### config.mk
export PLATFORM = sky130hd
export DESIGN_NAME = zrle_flex_flat
export DESIGN_NICKNAME = d
export VERILOG_FILES = /design/src/rtl/ebpc_pkg.sv /design/src/rtl/zrle_flex_if.sv /design/src/rtl/bit_accumulator.sv /design/src/rtl/zrle_flex.sv /design/src/flat_wrapper.sv
export SDC_FILE = /design/constraint.sdc
export NUM_CORES = 1
export LEC_CHECK = 0
export ABC_AREA = 1
export ABC_CLOCK_PERIOD_IN_PS = 4250
export BUFFER_PORTS_ARGS = -buffer_cell sky130_fd_sc_hd__buf_2
export CAP_MARGIN = 5
export CORE_UTILIZATION = 56
export DETAILED_ROUTE_END_ITERATION = 8
export HOLD_SLACK_MARGIN = 0.08
export PLACE_DENSITY_LB_ADDON = 0.2
export SYNTH_ARGS = -nofsm -noshare
export SYNTH_HDL_FRONTEND = slang
export SYNTH_SLANG_ARGS = --single-unit
### constraint.sdc
create_clock -name clk_i -period 4.25 [get_ports clk_i]
set_input_delay 1.0625 -clock clk_i [delete_from_list [all_inputs] [get_ports clk_i]]
set_output_delay 1.0625 -clock clk_i [all_outputs]
set_load 0.03 [all_outputs]
### src/rtl/ebpc_pkg.sv
// rtl/ebpc_pkg.sv - shared types and helpers for the EBPC encoder path
package ebpc_pkg;

  typedef enum logic [2:0] {
    EMPTY,
    FILLING,
    FULL,
    FLUSH_ZEROS,
    FLUSH
  } state_t;

  localparam logic ZRLE_MODE_ENC = 1'b0;
  localparam logic ZRLE_MODE_RAW = 1'b1;

  // CODE_NONE: nothing is appended this cycle (a zero that only extends the run)
  typedef enum logic [2:0] {
    CODE_NONE,
    CODE_ONE,
    CODE_RUN,
    CODE_MAX,
    CODE_FZ,
    CODE_RAW
  } code_kind_t;

  // Width in bits of the code a symbol (or trailing run) produces
  function automatic int unsigned zrle_code_len(logic mode, code_kind_t kind, int unsigned len_w);
    if (kind == CODE_NONE) return 0;
    if (mode != ZRLE_MODE_ENC) return 1;
    case (kind)
      CODE_ONE: return 1;
      CODE_RUN: return len_w + 2;
      default:  return len_w + 1;
    endcase
  endfunction

endpackage

### src/rtl/zrle_flex_if.sv
// rtl/zrle_flex_if.sv - symbol input and word output handshakes of zrle_flex
interface zrle_flex_if #(
  parameter int DATA_W = 8
);
  logic              mode_i;
  logic              vld_i;
  logic              rdy_o;
  logic              is_one_i;
  logic              flush_i;
  logic [DATA_W-1:0] data_o;
  logic              last_o;
  logic              vld_o;
  logic              rdy_i;

  modport slave (
    input  mode_i, vld_i, is_one_i, flush_i, rdy_i,
    output rdy_o, data_o, last_o, vld_o
  );

  modport master (
    output mode_i, vld_i, is_one_i, flush_i, rdy_i,
    input  rdy_o, data_o, last_o, vld_o
  );
endinterface

### src/rtl/bit_accumulator.sv
// rtl/bit_accumulator.sv - 2*DATA_W MSB-first bit packer with shift counter
module bit_accumulator #(
  parameter int DATA_W = 8,
  parameter int CODE_W = 6,
  parameter int SC_W   = 5,
  parameter int LN_W   = 3
) (
  input  logic                clk_i,
  input  logic                rst_i,
  input  logic                clear_i,
  input  logic                pop_i,
  input  logic                sub_i,
  input  logic                app_en_i,
  input  logic [CODE_W-1:0]   code_i,
  input  logic [LN_W-1:0]     len_i,
  output logic [2*DATA_W-1:0] acc_o,
  output logic [SC_W-1:0]     shift_cnt_o,
  output logic                full_o
);
  localparam int ACC_W = 2 * DATA_W;

  logic [ACC_W-1:0] acc_q;
  logic [ACC_W-1:0] shifted;
  logic [ACC_W-1:0] aligned;
  logic [SC_W-1:0]  cnt_q;
  logic [SC_W-1:0]  sum;
  logic [LN_W-1:0]  pad;

  // Post-append bit count and the code moved to its MSB-first slot; after a pop the
  // remaining bits sit at the top, so the write offset is still the stored count
  always_comb begin
    sum     = cnt_q + (app_en_i ? SC_W'(len_i) : '0);
    full_o  = (sum >= SC_W'(DATA_W));
    shifted = pop_i ? (acc_q << DATA_W) : acc_q;
    pad     = LN_W'(CODE_W) - len_i;
    aligned = ({code_i, {(ACC_W - CODE_W){1'b0}}} << pad) >> cnt_q;
  end

  // Clear wins; otherwise pop first, then OR the new code in
  always_ff @(posedge clk_i or posedge rst_i) begin
    if (rst_i) begin
      acc_q <= '0;
      cnt_q <= '0;
    end else if (clear_i) begin
      acc_q <= '0;
      cnt_q <= '0;
    end else begin
      acc_q <= app_en_i ? (shifted | aligned) : shifted;
      cnt_q <= sub_i ? (sum - SC_W'(DATA_W)) : sum;
    end
  end

  assign acc_o       = acc_q;
  assign shift_cnt_o = cnt_q;

endmodule

### src/rtl/zrle_flex.sv
// rtl/zrle_flex.sv - zero run-length encoder with raw bypass and per-block word count
module zrle_flex
  import ebpc_pkg::*;
#(
  parameter int DATA_W = 8,
  parameter int LEN_W  = 4,
  parameter int CNT_W  = 8
) (
  input  logic             clk_i,
  input  logic             rst_i,
  zrle_flex_if.slave       bus,
  output logic             idle_o,
  output logic [CNT_W-1:0] word_cnt_o
);
  localparam int CODE_W = LEN_W + 2;
  localparam int SC_W   = $clog2(2 * DATA_W + 1);
  localparam int LN_W   = $clog2(CODE_W + 1);
  // Longest run a single code can describe (MAX_RUN-1)
  localparam logic [LEN_W-1:0] RUN_MAX = {LEN_W{1'b1}};

  state_t              state_q, state_d;
  logic [LEN_W-1:0]    zero_cnt_q, zero_cnt_d, run_m1;
  logic                mode_q, blk_q, eff_mode;
  logic [CNT_W-1:0]    word_cnt_q;
  code_kind_t          kind;
  logic [CODE_W-1:0]   code;
  logic [LN_W-1:0]     len;
  logic                accept, hs, last, sub, clear, full;
  logic [2*DATA_W-1:0] acc;
  logic [SC_W-1:0]     shift_cnt;

  bit_accumulator #(
    .DATA_W (DATA_W),
    .CODE_W (CODE_W),
    .SC_W   (SC_W),
    .LN_W   (LN_W)
  ) u_acc (
    .clk_i       (clk_i),
    .rst_i       (rst_i),
    .clear_i     (clear),
    .pop_i       (hs),
    .sub_i       (sub),
    .app_en_i    (kind != CODE_NONE),
    .code_i      (code),
    .len_i       (len),
    .acc_o       (acc),
    .shift_cnt_o (shift_cnt),
    .full_o      (full)
  );

  assign bus.rdy_o  = (state_q == EMPTY) || (state_q == FILLING) || ((state_q == FULL) && bus.rdy_i);
  assign bus.vld_o  = (state_q == FULL) || (state_q == FLUSH);
  assign last       = (state_q == FLUSH) && (shift_cnt <= SC_W'(DATA_W));
  assign bus.last_o = last;
  assign bus.data_o = acc[2*DATA_W-1 -: DATA_W];
  assign accept     = bus.vld_i && bus.rdy_o;
  assign hs         = bus.vld_o && bus.rdy_i;
  // The first symbol of a block sees mode_i directly; the rest use the latched copy
  assign eff_mode   = blk_q ? mode_q : bus.mode_i;
  assign run_m1     = zero_cnt_q - LEN_W'(1);
  assign idle_o     = (state_q == EMPTY) && !bus.vld_i;
  assign word_cnt_o = word_cnt_q;

  // Choose the code for this cycle (accepted symbol or trailing run) and track pending zeros
  always_comb begin
    kind       = CODE_NONE;
    code       = '0;
    zero_cnt_d = zero_cnt_q;
    if (state_q == FLUSH_ZEROS) begin
      kind       = CODE_FZ;
      code       = {2'b00, run_m1};
      zero_cnt_d = '0;
    end else if (accept) begin
      if (eff_mode == ZRLE_MODE_RAW) begin
        kind = CODE_RAW;
        code = CODE_W'(bus.is_one_i);
      end else if (bus.is_one_i) begin
        zero_cnt_d = '0;
        if (zero_cnt_q == '0) begin
          kind = CODE_ONE;
          code = CODE_W'(1);
        end else begin
          kind = CODE_RUN;
          code = {1'b0, run_m1, 1'b1};
        end
      end else if (zero_cnt_q == RUN_MAX) begin
        kind       = CODE_MAX;
        code       = {2'b00, RUN_MAX};
        zero_cnt_d = '0;
      end else begin
        zero_cnt_d = zero_cnt_q + LEN_W'(1);
      end
    end
    len = LN_W'(zrle_code_len(eff_mode, kind, LEN_W));
  end

  // Next-state decode; FULL entry and non-final FLUSH pops knock DATA_W off the count
  always_comb begin
    state_d = state_q;
    sub     = 1'b0;
    clear   = 1'b0;
    case (state_q)
      EMPTY, FILLING, FULL: begin
        if (accept) begin
          if (bus.flush_i) begin
            state_d = (zero_cnt_d != '0) ? FLUSH_ZEROS : FLUSH;
          end else if (full) begin
            state_d = FULL;
            sub     = 1'b1;
          end else begin
            state_d = FILLING;
          end
        end else if ((state_q == FULL) && hs) begin
          state_d = (shift_cnt == '0) ? EMPTY : FILLING;
        end
      end
      FLUSH_ZEROS: state_d = FLUSH;
      FLUSH: begin
        if (hs) begin
          if (last) begin
            state_d = EMPTY;
            clear   = 1'b1;
          end else begin
            sub = 1'b1;
          end
        end
      end
      default: state_d = EMPTY;
    endcase
  end

  // State, run counter, block/mode latch and saturating word counter
  always_ff @(posedge clk_i or posedge rst_i) begin
    if (rst_i) begin
      state_q    <= EMPTY;
      zero_cnt_q <= '0;
      mode_q     <= ZRLE_MODE_ENC;
      blk_q      <= 1'b0;
      word_cnt_q <= '0;
    end else begin
      state_q    <= state_d;
      zero_cnt_q <= zero_cnt_d;
      if (accept && !blk_q) mode_q <= bus.mode_i;
      if (accept) blk_q <= 1'b1;
      else if (clear) blk_q <= 1'b0;
      // The final count stays visible for one idle cycle before clearing
      if (hs) begin
        if (word_cnt_q != '1) word_cnt_q <= word_cnt_q + CNT_W'(1);
      end else if ((state_q == EMPTY) && !blk_q) begin
        word_cnt_q <= '0;
      end
    end
  end

  // Nothing may linger in the datapath while the encoder sits in EMPTY
  assert property (@(posedge clk_i) disable iff (rst_i)
    (state_q == EMPTY) |-> ((acc == '0) && (shift_cnt == '0) && (zero_cnt_q == '0)));

endmodule
### src/flat_wrapper.sv
// flat-port wrapper written by rule: the top's interface ports become plain ports
module zrle_flex_flat import ebpc_pkg::*;
#(
  parameter int DATA_W = 8,
  parameter int LEN_W  = 4,
  parameter int CNT_W  = 8
)
  (clk_i, rst_i, idle_o, word_cnt_o, bus_mode_i, bus_vld_i, bus_is_one_i, bus_flush_i, bus_rdy_i, bus_rdy_o, bus_data_o, bus_last_o, bus_vld_o);
  zrle_flex_if #(.DATA_W(DATA_W)) bus_i ();
  input  logic clk_i;
  input  logic rst_i;
  output logic idle_o;
  output logic [CNT_W-1:0] word_cnt_o;
  input wire logic [$bits(bus_i.mode_i)-1:0] bus_mode_i;
  input wire logic [$bits(bus_i.vld_i)-1:0] bus_vld_i;
  input wire logic [$bits(bus_i.is_one_i)-1:0] bus_is_one_i;
  input wire logic [$bits(bus_i.flush_i)-1:0] bus_flush_i;
  input wire logic [$bits(bus_i.rdy_i)-1:0] bus_rdy_i;
  output wire logic [$bits(bus_i.rdy_o)-1:0] bus_rdy_o;
  output wire logic [$bits(bus_i.data_o)-1:0] bus_data_o;
  output wire logic [$bits(bus_i.last_o)-1:0] bus_last_o;
  output wire logic [$bits(bus_i.vld_o)-1:0] bus_vld_o;
  assign bus_i.mode_i = bus_mode_i;
  assign bus_i.vld_i = bus_vld_i;
  assign bus_i.is_one_i = bus_is_one_i;
  assign bus_i.flush_i = bus_flush_i;
  assign bus_i.rdy_i = bus_rdy_i;
  assign bus_rdy_o = bus_i.rdy_o;
  assign bus_data_o = bus_i.data_o;
  assign bus_last_o = bus_i.last_o;
  assign bus_vld_o = bus_i.vld_o;
  zrle_flex #(.DATA_W(DATA_W), .LEN_W(LEN_W), .CNT_W(CNT_W)) u_core (.clk_i(clk_i), .rst_i(rst_i), .bus(bus_i), .idle_o(idle_o), .word_cnt_o(word_cnt_o));
endmodule
Word level (Yosys, flattened, before mapping)

Index checks and enable logic that the tools add are counted.

RAM bits: 0
Flip-flop bits (word level): 38
Memory bits (read-only): 0
Logic and storage cells: 108
Output and inout bits: 20
Memories kept: 0
Latch bits: 0
Input port bits: 7

Muxes and demuxes: 54
Shift-type cells: 2
Add/sub/neg operators: 6
Bitwise operators: 1
Eq/ne operators: 12
Reductions and logical operators: 24
Div/mod/pow operators: 0
$mul: 0
$lt $le $gt $ge: 2

Operators by type and width:

| kind                                                                   | count |
|---|---|
| 16-bit 2-to-1 mux                                                      | 3 |
| 3-bit 2-to-1 mux                                                       | 13 |
| 4-bit 2-to-1 mux                                                       | 6 |
| 6-bit 2-to-1 mux                                                       | 4 |
| 8-bit 2-to-1 mux                                                       | 3 |
| 1-bit 2-to-1 mux                                                       | 16 |
| 16-bit OR                                                              | 1 |
| 16-bit by 3-bit left shift with 16-bit output                          | 1 |
| 16-bit by 5-bit right shift with 16-bit output                         | 1 |
| 5-bit 2-to-1 mux                                                       | 3 |
| 3-bit by 2-bit equality test with 1-bit output (second input constant) | 3 |
| 3-bit one-hot mux with 3 select lines                                  | 1 |
| 8-bit by 1-bit adder with 8-bit output (second input constant)         | 1 |
| 1-bit logical AND                                                      | 8 |
| 8-bit != test (second input constant)                                  | 1 |
| 3-bit by 1-bit equality test with 1-bit output (second input constant) | 2 |
| 3-bit zero test                                                        | 2 |
| 2-bit 2-to-1 mux                                                       | 3 |
| 3-bit one-hot mux with 2 select lines                                  | 1 |
| 5-bit adder                                                            | 1 |
| 5-bit by 4-bit >= comparator with 1-bit output (second input constant) | 1 |
| 5-bit by 4-bit <= comparator with 1-bit output (second input constant) | 1 |
| 5-bit zero test                                                        | 1 |
| 5-bit by 4-bit subtractor with 5-bit output (second input constant)    | 1 |
| 18 further kinds                                                       | 23 |

Longest topological paths before layout

Word-level depth: 20
Depth in mapped cells: 21
Mapped depth without buffers: 21

Modules after synthesis

Synthesis repeated with hierarchy kept, for this count alone.

Cell total of the unflattened synthesis: 419
Area, all modules: 2912.8 um^2

Modules (own cells, without submodules):

| module          | cells an instance | instances | area an instance (um^2) | sequential area each (um^2) |
|---|---|---|---|---|
| bit_accumulator | 226               | 1         | 1606.5                  | 525.5 |
| zrle_flex       | 193               | 1         | 1306.3                  | 425.4 |

Least setup slack after synthesis

No wires, ideal clock.

Path kind: input to register
Start: input port bus_is_one_i
End: register u_core.u_acc.cnt_q[4], in the netlist u_core.u_acc.shift_cnt_o[4]
Cell stages on the path: 17
Data required time: 4.156 ns
Library setup time: 0.094 ns
Buffers on the path: 0
Arrival: 3.290 ns
Slack: 0.866 ns
Path through: inv_1 -> nand4_1 -> nand3_1 -> nand2_4 -> nand2_1 -> ha_1 -> inv_1 -> fa_1 -> o22ai_1 -> xor2_1 -> inv_1 -> o21a_1 -> nor3_1 -> inv_1 -> nand2_1 -> nor2_1 -> a211oi_1

Longest elaborated chain between the ends: 17
Elaborated cells between the ends (all ways): 22
Those cells by class: 2 x add/sub; 1 x order compare; 2 x eq/ne; 15 x mux; 2 x reduce/logical

Ends and longest elaborated chain:

| item                                                                                                             | RTL line              | text |
|---|---|---|
| start: declaration                                                                                               | flat_wrapper.sv:16    | `input wire logic [$bits(bus_i.is_one_i)-1:0] bus_is_one_i;` |
| 3-bit 2-to-1 mux *                                                                                               | zrle_flex.sv:77       | `end else if (bus.is_one_i) begin` |
| 3-bit 2-to-1 mux *                                                                                               | zrle_flex.sv:74       | `if (eff_mode == ZRLE_MODE_RAW) begin` |
| 3-bit 2-to-1 mux *                                                                                               | zrle_flex.sv:73       | `end else if (accept) begin` |
| 3-bit 2-to-1 mux *                                                                                               | zrle_flex.sv:69       | `if (state_q == FLUSH_ZEROS) begin` |
| 3-bit by 2-bit equality test with 1-bit output or 3-bit by 1-bit equality test with 1-bit output (tied branches) | ebpc_pkg.sv:29        | `case (kind)` |
| 3-bit one-hot mux with 2 select lines                                                                            | ebpc_pkg.sv:29        |  |
| 3-bit 2-to-1 mux                                                                                                 | ebpc_pkg.sv:29        |  |
| 3-bit 2-to-1 mux                                                                                                 | ebpc_pkg.sv:28        | `if (mode != ZRLE_MODE_ENC) return 1;` |
| 3-bit 2-to-1 mux *                                                                                               | bit_accumulator.sv:32 | `sum = cnt_q + (app_en_i ? SC_W'(len_i) : '0);` |
| 5-bit adder *                                                                                                    | bit_accumulator.sv:32 |  |
| 5-bit by 4-bit >= comparator with 1-bit output                                                                   | bit_accumulator.sv:33 | `full_o = (sum >= SC_W'(DATA_W));` |
| 1-bit 2-to-1 mux                                                                                                 | zrle_flex.sv:107      | `end else if (full) begin` |
| 1-bit 2-to-1 mux                                                                                                 | zrle_flex.sv:105      | `if (bus.flush_i) begin` |
| 1-bit 2-to-1 mux                                                                                                 | zrle_flex.sv:104      | `if (accept) begin` |
| 1-bit one-hot mux with 2 select lines                                                                            | zrle_flex.sv:102      | `case (state_q)` |
| 5-bit 2-to-1 mux *                                                                                               | bit_accumulator.sv:49 | `cnt_q <= sub_i ? (sum - SC_W'(DATA_W)) : sum;` |
| 5-bit 2-to-1 mux *                                                                                               | bit_accumulator.sv:44 | `end else if (clear_i) begin` |
| end signal: assignment                                                                                           | bit_accumulator.sv:49 |  |
| end: declaration                                                                                                 | bit_accumulator.sv:25 | `logic [SC_W-1:0] cnt_q;` |

Every way passes the cells marked *; elsewhere a longest branch is shown, timed or not.
A chain may end at the register's enable or synchronous reset.

Final worst setup path

Same ends and word-level chain as after synthesis.

==> flow_results.org <==
** Run status
- The flow ran to the end, and the final reports show no timing, DRC or antenna violations.

** Flow run
- Max cap viols :: 0

** Min path
- The startpoint identified for the worst hold timing path is u_core.u_acc.acc_o[3].
- Cell depth of the worst min-delay path :: 2
- The tightest min-delay check is of the register to register type.
- The path with the worst hold slack has its endpoint at u_core.u_acc.acc_o[3].

** Finish
- End-of-flow core utilization :: between 60 and 70%
- Compared with the post-synthesis result, the final layout area differs by 9.35%.
- Share of final-layout standard cells stronger than drive strength 1 :: roughly 14%
- Fillcell total :: ~470
- After routing the design area is approximately 3300 µm².
- Leaving out fill and tap cells, the most frequent cell in the layout is sky130_fd_sc_hd__nand2_1.
- Registers take 951 µm².
- The net count of the finished layout is approximately 490.
- Leaving out fill and tap cells, the most frequent cells in the layout are sky130_fd_sc_hd__nand2_1 (130), sky130_fd_sc_hd__inv_1 (62), sky130_fd_sc_hd__nand3_1 (54), sky130_fd_sc_hd__dfrtp_1 (38), sky130_fd_sc_hd__nor2_1 (30).
- The multi-input combinational cells in the finished layout cover a total of ~1700 µm².
- 0 antenna diodes ended up in the layout.

** Power
- The share of total power dissipated in the clock network is a little over an eighth.
- Of the total power, the share spent switching nets is 52.6%.
- Max VDD drop :: 0.385 mV
- The analysis attributes to net switching a power of 1.50 mW.
- Internal Power :: approximately 1.3 mW
- Overall power consumption :: 2.85 mW
- The share of total power dissipated in sequential elements is a little under a quarter.
- Dividing total power by cell area gives a power density of about 860 nW/µm².
- Reported leakage power :: 1.79 nW
- The share of total power dissipated in combinational logic is 62.8%.

** Placed design
- After legalization and detailed placement, the total HPWL measured between 5000 and 6000 µm.
- Routability-driven placement finished with a final weighted congestion of approximately 0.94.
- DP Area :: around 3200 µm²
- Buffers placed on the I/O ports in this run total 26.

** Worst setup path
- The worst setup path is launched from an input pin.
- Count of cells along the worst register-to-register path :: 21
- The worst register-to-register path ends at u_core.u_acc.shift_cnt_o[4].
- STA puts the critical path data arrival time at ~3700 ps.
- The startpoint identified for the worst register-to-register timing path is u_core.zero_cnt_q[0].
- At the worst endpoint, the required time is roughly 4500 ps.
- Minimum setup slack among reg-to-reg paths :: approximately 990 ps
- Critical path class :: input pin to register
- Max Fanout on Critical Path :: 7
- Worst Setup End Kind :: register

** Global route
- In the global route stage, overall resource usage came out at around 26%.
- Global-route wire length before repair :: 11500 µm
- Global routing finished with a remaining overflow of 0.
- Entering global routing, the biggest net connects 31 pins.
- Initial antenna violation count :: 0
- Number of global-route vias before repair :: 2618

** Die
- Effective utilization at floorplan :: about three fifths
- The floorplan step defined a die boundary enclosing 5700 µm².
- 27 I/O pins were placed.
- Core region area :: between 5000 and 6000 µm²
- The die is 75.5 µm wide.
- FP Rows :: 26
- Die height :: approximately 76 µm

** Timing
- For the final routed database, the setup TNS stands at 0 ps.
- The number of endpoints with negative hold slack in the final report is 0.
- Final worst path period share :: just over 80%
- Setup Skew :: 11.6 ps
- The worst pin sits at a relative slew slack of 67.9%.
- Crit path time final :: roughly 3500 ps
- Setup repair after global routing left no endpoint under its margin.
- Final-report setup violation count :: 0
- Timing would allow up to around 290 MHz.
- Max-slew violation total from the final report :: 0
- For the pin with the worst max-slew slack, the measured transition is between 400 and 500 ps.

** Synthesis
- Mapped Avg Cell Area :: roughly 6.7 µm²
- Distinct cell type count of the synthesized netlist :: 38
- Number of instances in the synthesized netlist :: 453
- Share of the yosys chip area belonging to registers :: a little under a third
- Synthesized netlist net count :: roughly 470
- After synthesis the cells add up to 3030 µm².
- During synthesis, Yosys emitted a total of 0 warnings.
- In this run, synthesis produced a sequential element count of 38.

** Routing
- Post-DRT Antenna Nets :: 0
- Violation count after the first detailed-routing iteration :: 222
- Drt total wl :: 6740 µm
- Vias per std cell :: roughly 5.4
- Number of detailed-routing iterations run before antenna repair :: 5
- The routed layout has between 2k and 3k vias.
- Avg WL per Cell :: between 10 and 15 µm
- Total DRC errors in the routed layout :: 0

** CTS
- TritonCTS built the clock tree.
- Once the clock tree was built, the setup fixing pass inserted 0 buffers.
- The tree is rooted in a sky130_fd_sc_hd__clkbuf_8.
- Post-cts resize count :: 0
- Buffer levels on the longest clock path :: 2
- The later pin in the worst-skew pair is clocked with a latency of approximately 300 ps.
- Deepest level of the CTS H-tree :: 2
- Inserted Clock Buffers :: 5
- The number of hold buffers added after CTS was 0.
- Counting every sink on the clock net gives 38.
- Clock-pin slew reported for the worst setup and hold paths after clock tree synthesis :: roughly 80 ps
## worst max path at each step
stage	from	endpoint	slack, ps	cells after the start
2_1_floorplan	bus_is_one_i	u_core.u_acc.shift_cnt_o[4]	870	17
3_3_place_gp	bus_is_one_i	u_core.u_acc.shift_cnt_o[4]	600	18
3_5_place_dp	bus_is_one_i	u_core.u_acc.shift_cnt_o[4]	480	18
4_1_cts	bus_mode_i	u_core.u_acc.shift_cnt_o[4]	770	21
5_1_grt	bus_is_one_i	u_core.u_acc.shift_cnt_o[4]	450	20
6_report	bus_is_one_i	u_core.u_acc.shift_cnt_o[4]	750	21
## layout make-up
class	count	area share, %
inverter	65	7.38
clock buffer	6	2.50
tap	70	2.65
sequential	38	28.7
multi-input combinational	333	52.3
timing repair buffer	29	4.61
clock inverter	2	1.82
## power by group through the flow
stage	Clock, mW	Combinational, mW	Sequential (mW)
2_1_floorplan	0	1.47	0.655
3_3_place_gp	0	1.73	0.674
3_5_place_dp	0	1.76	0.679
4_1_cts	0.388	1.77	0.674
5_1_grt	0.401	2.04	0.703
6_report	0.382	1.79	0.677
## metrics by stage
step	hold WS [ps]	instances	setup WS (ps)
floorplan	448	453	866
global placement	464	535	596
detailed placement	473	535	481
CTS	493	543	771
global route	508	543	451
finish	486	543	752
## state kept, by name (all words and copies together) (netlist names)
signal and flops:
u_core.u_acc.acc_o 16, u_core.word_cnt_o 8, u_core.u_acc.shift_cnt_o 5, u_core.zero_cnt_q 4
u_core.state_q 3, u_core.blk_q 1, u_core.mode_q 1
## synthesized netlist by cell type
cell                       count  area [µm²]
sky130_fd_sc_hd__o21a_1        1        7.51
sky130_fd_sc_hd__o21bai_1      2        15.0
sky130_fd_sc_hd__nor2_1       30         113
sky130_fd_sc_hd__mux2i_1       2        20.0
sky130_fd_sc_hd__nand3b_1      1        7.51
sky130_fd_sc_hd__nand3_2       3        30.0
sky130_fd_sc_hd__buf_4         8        60.1
sky130_fd_sc_hd__xnor2_1       1        8.76
sky130_fd_sc_hd__inv_1        62         233
sky130_fd_sc_hd__o21ai_0      23         115
sky130_fd_sc_hd__ha_1          8         100
sky130_fd_sc_hd__buf_1         1        3.75
sky130_fd_sc_hd__o211ai_1      1        7.51
sky130_fd_sc_hd__xor2_1        4        35.0
sky130_fd_sc_hd__clkbuf_1      3        11.3
sky130_fd_sc_hd__nor2_2        2        12.5
sky130_fd_sc_hd__o21ai_1       5        25.0
sky130_fd_sc_hd__o21ai_2       1        8.76
sky130_fd_sc_hd__nand3_1      54         270
sky130_fd_sc_hd__inv_2         3        11.3
sky130_fd_sc_hd__nand3_4       2        35.0
sky130_fd_sc_hd__nor2_4        2        22.5
sky130_fd_sc_hd__nand4_1      10        62.6
sky130_fd_sc_hd__o32ai_1       1        8.76
sky130_fd_sc_hd__a31oi_1       5        31.3
sky130_fd_sc_hd__nor3_1        6        30.0
sky130_fd_sc_hd__nor4_1        1        6.26
sky130_fd_sc_hd__buf_2         5        25.0
sky130_fd_sc_hd__and3_1        1        6.26
sky130_fd_sc_hd__o22ai_1       2        12.5
sky130_fd_sc_hd__nand2_2       8        50.1
sky130_fd_sc_hd__a21oi_4       1        16.3
sky130_fd_sc_hd__nand2_4       6        67.6
sky130_fd_sc_hd__dfrtp_1      38         951
sky130_fd_sc_hd__a211oi_1      1        7.51
sky130_fd_sc_hd__nand2_1     130         488
sky130_fd_sc_hd__fa_1          1        20.0
sky130_fd_sc_hd__a21oi_1      18        90.1
## layer usage
| metal | vias to the layer above | track usage (%) | routed length [µm] | part of all wire, % |
|---|---|---|---|---|
| met4 | 0 | 8.64 | 76 | 1.1 |
| met2 | 86 | 44.8 | 3150 | 47 |
| li1 | 1503 | - | - | - |
| met3 | 10 | 4.23 | 285 | 4.2 |
| met5 | - | 0 | 0 | 0 |
| met1 | 1355 | 33.1 | 3230 | 48 |
## logic make-up after synthesis
kind of cell | count (synthesis) | share of synthesized area (%)
AOI/OAI and AO/OA | 61 | 11.4
xor gates and xnor gates | 5 | 1.45
adders and majority gates | 9 | 3.97
buffers and inverters | 82 | 11.4
DFF | 38 | 31.4
muxes | 2 | 0.662
and+or+nand+nor | 256 | 39.7
## worst max-delay path, stage by stage
cell and delay, ps:
sky130_fd_sc_hd__buf_2 130, sky130_fd_sc_hd__inv_1 160, sky130_fd_sc_hd__nand4_1 140, sky130_fd_sc_hd__nand3_1 200, sky130_fd_sc_hd__nand3_1 100, sky130_fd_sc_hd__nand2_1 100
sky130_fd_sc_hd__inv_2 60, sky130_fd_sc_hd__nand2_4 80, sky130_fd_sc_hd__inv_1 40, sky130_fd_sc_hd__ha_1 330, sky130_fd_sc_hd__nand2_1 110, sky130_fd_sc_hd__nand3_1 90
sky130_fd_sc_hd__xor2_1 160, sky130_fd_sc_hd__inv_1 100, sky130_fd_sc_hd__nand4_1 100, sky130_fd_sc_hd__o21a_1 200, sky130_fd_sc_hd__nor3_1 130, sky130_fd_sc_hd__inv_1 80
sky130_fd_sc_hd__nand2_1 120, sky130_fd_sc_hd__nor2_1 50, sky130_fd_sc_hd__a211oi_1 170
Note: power is estimated with default switching activity, not from simulation.
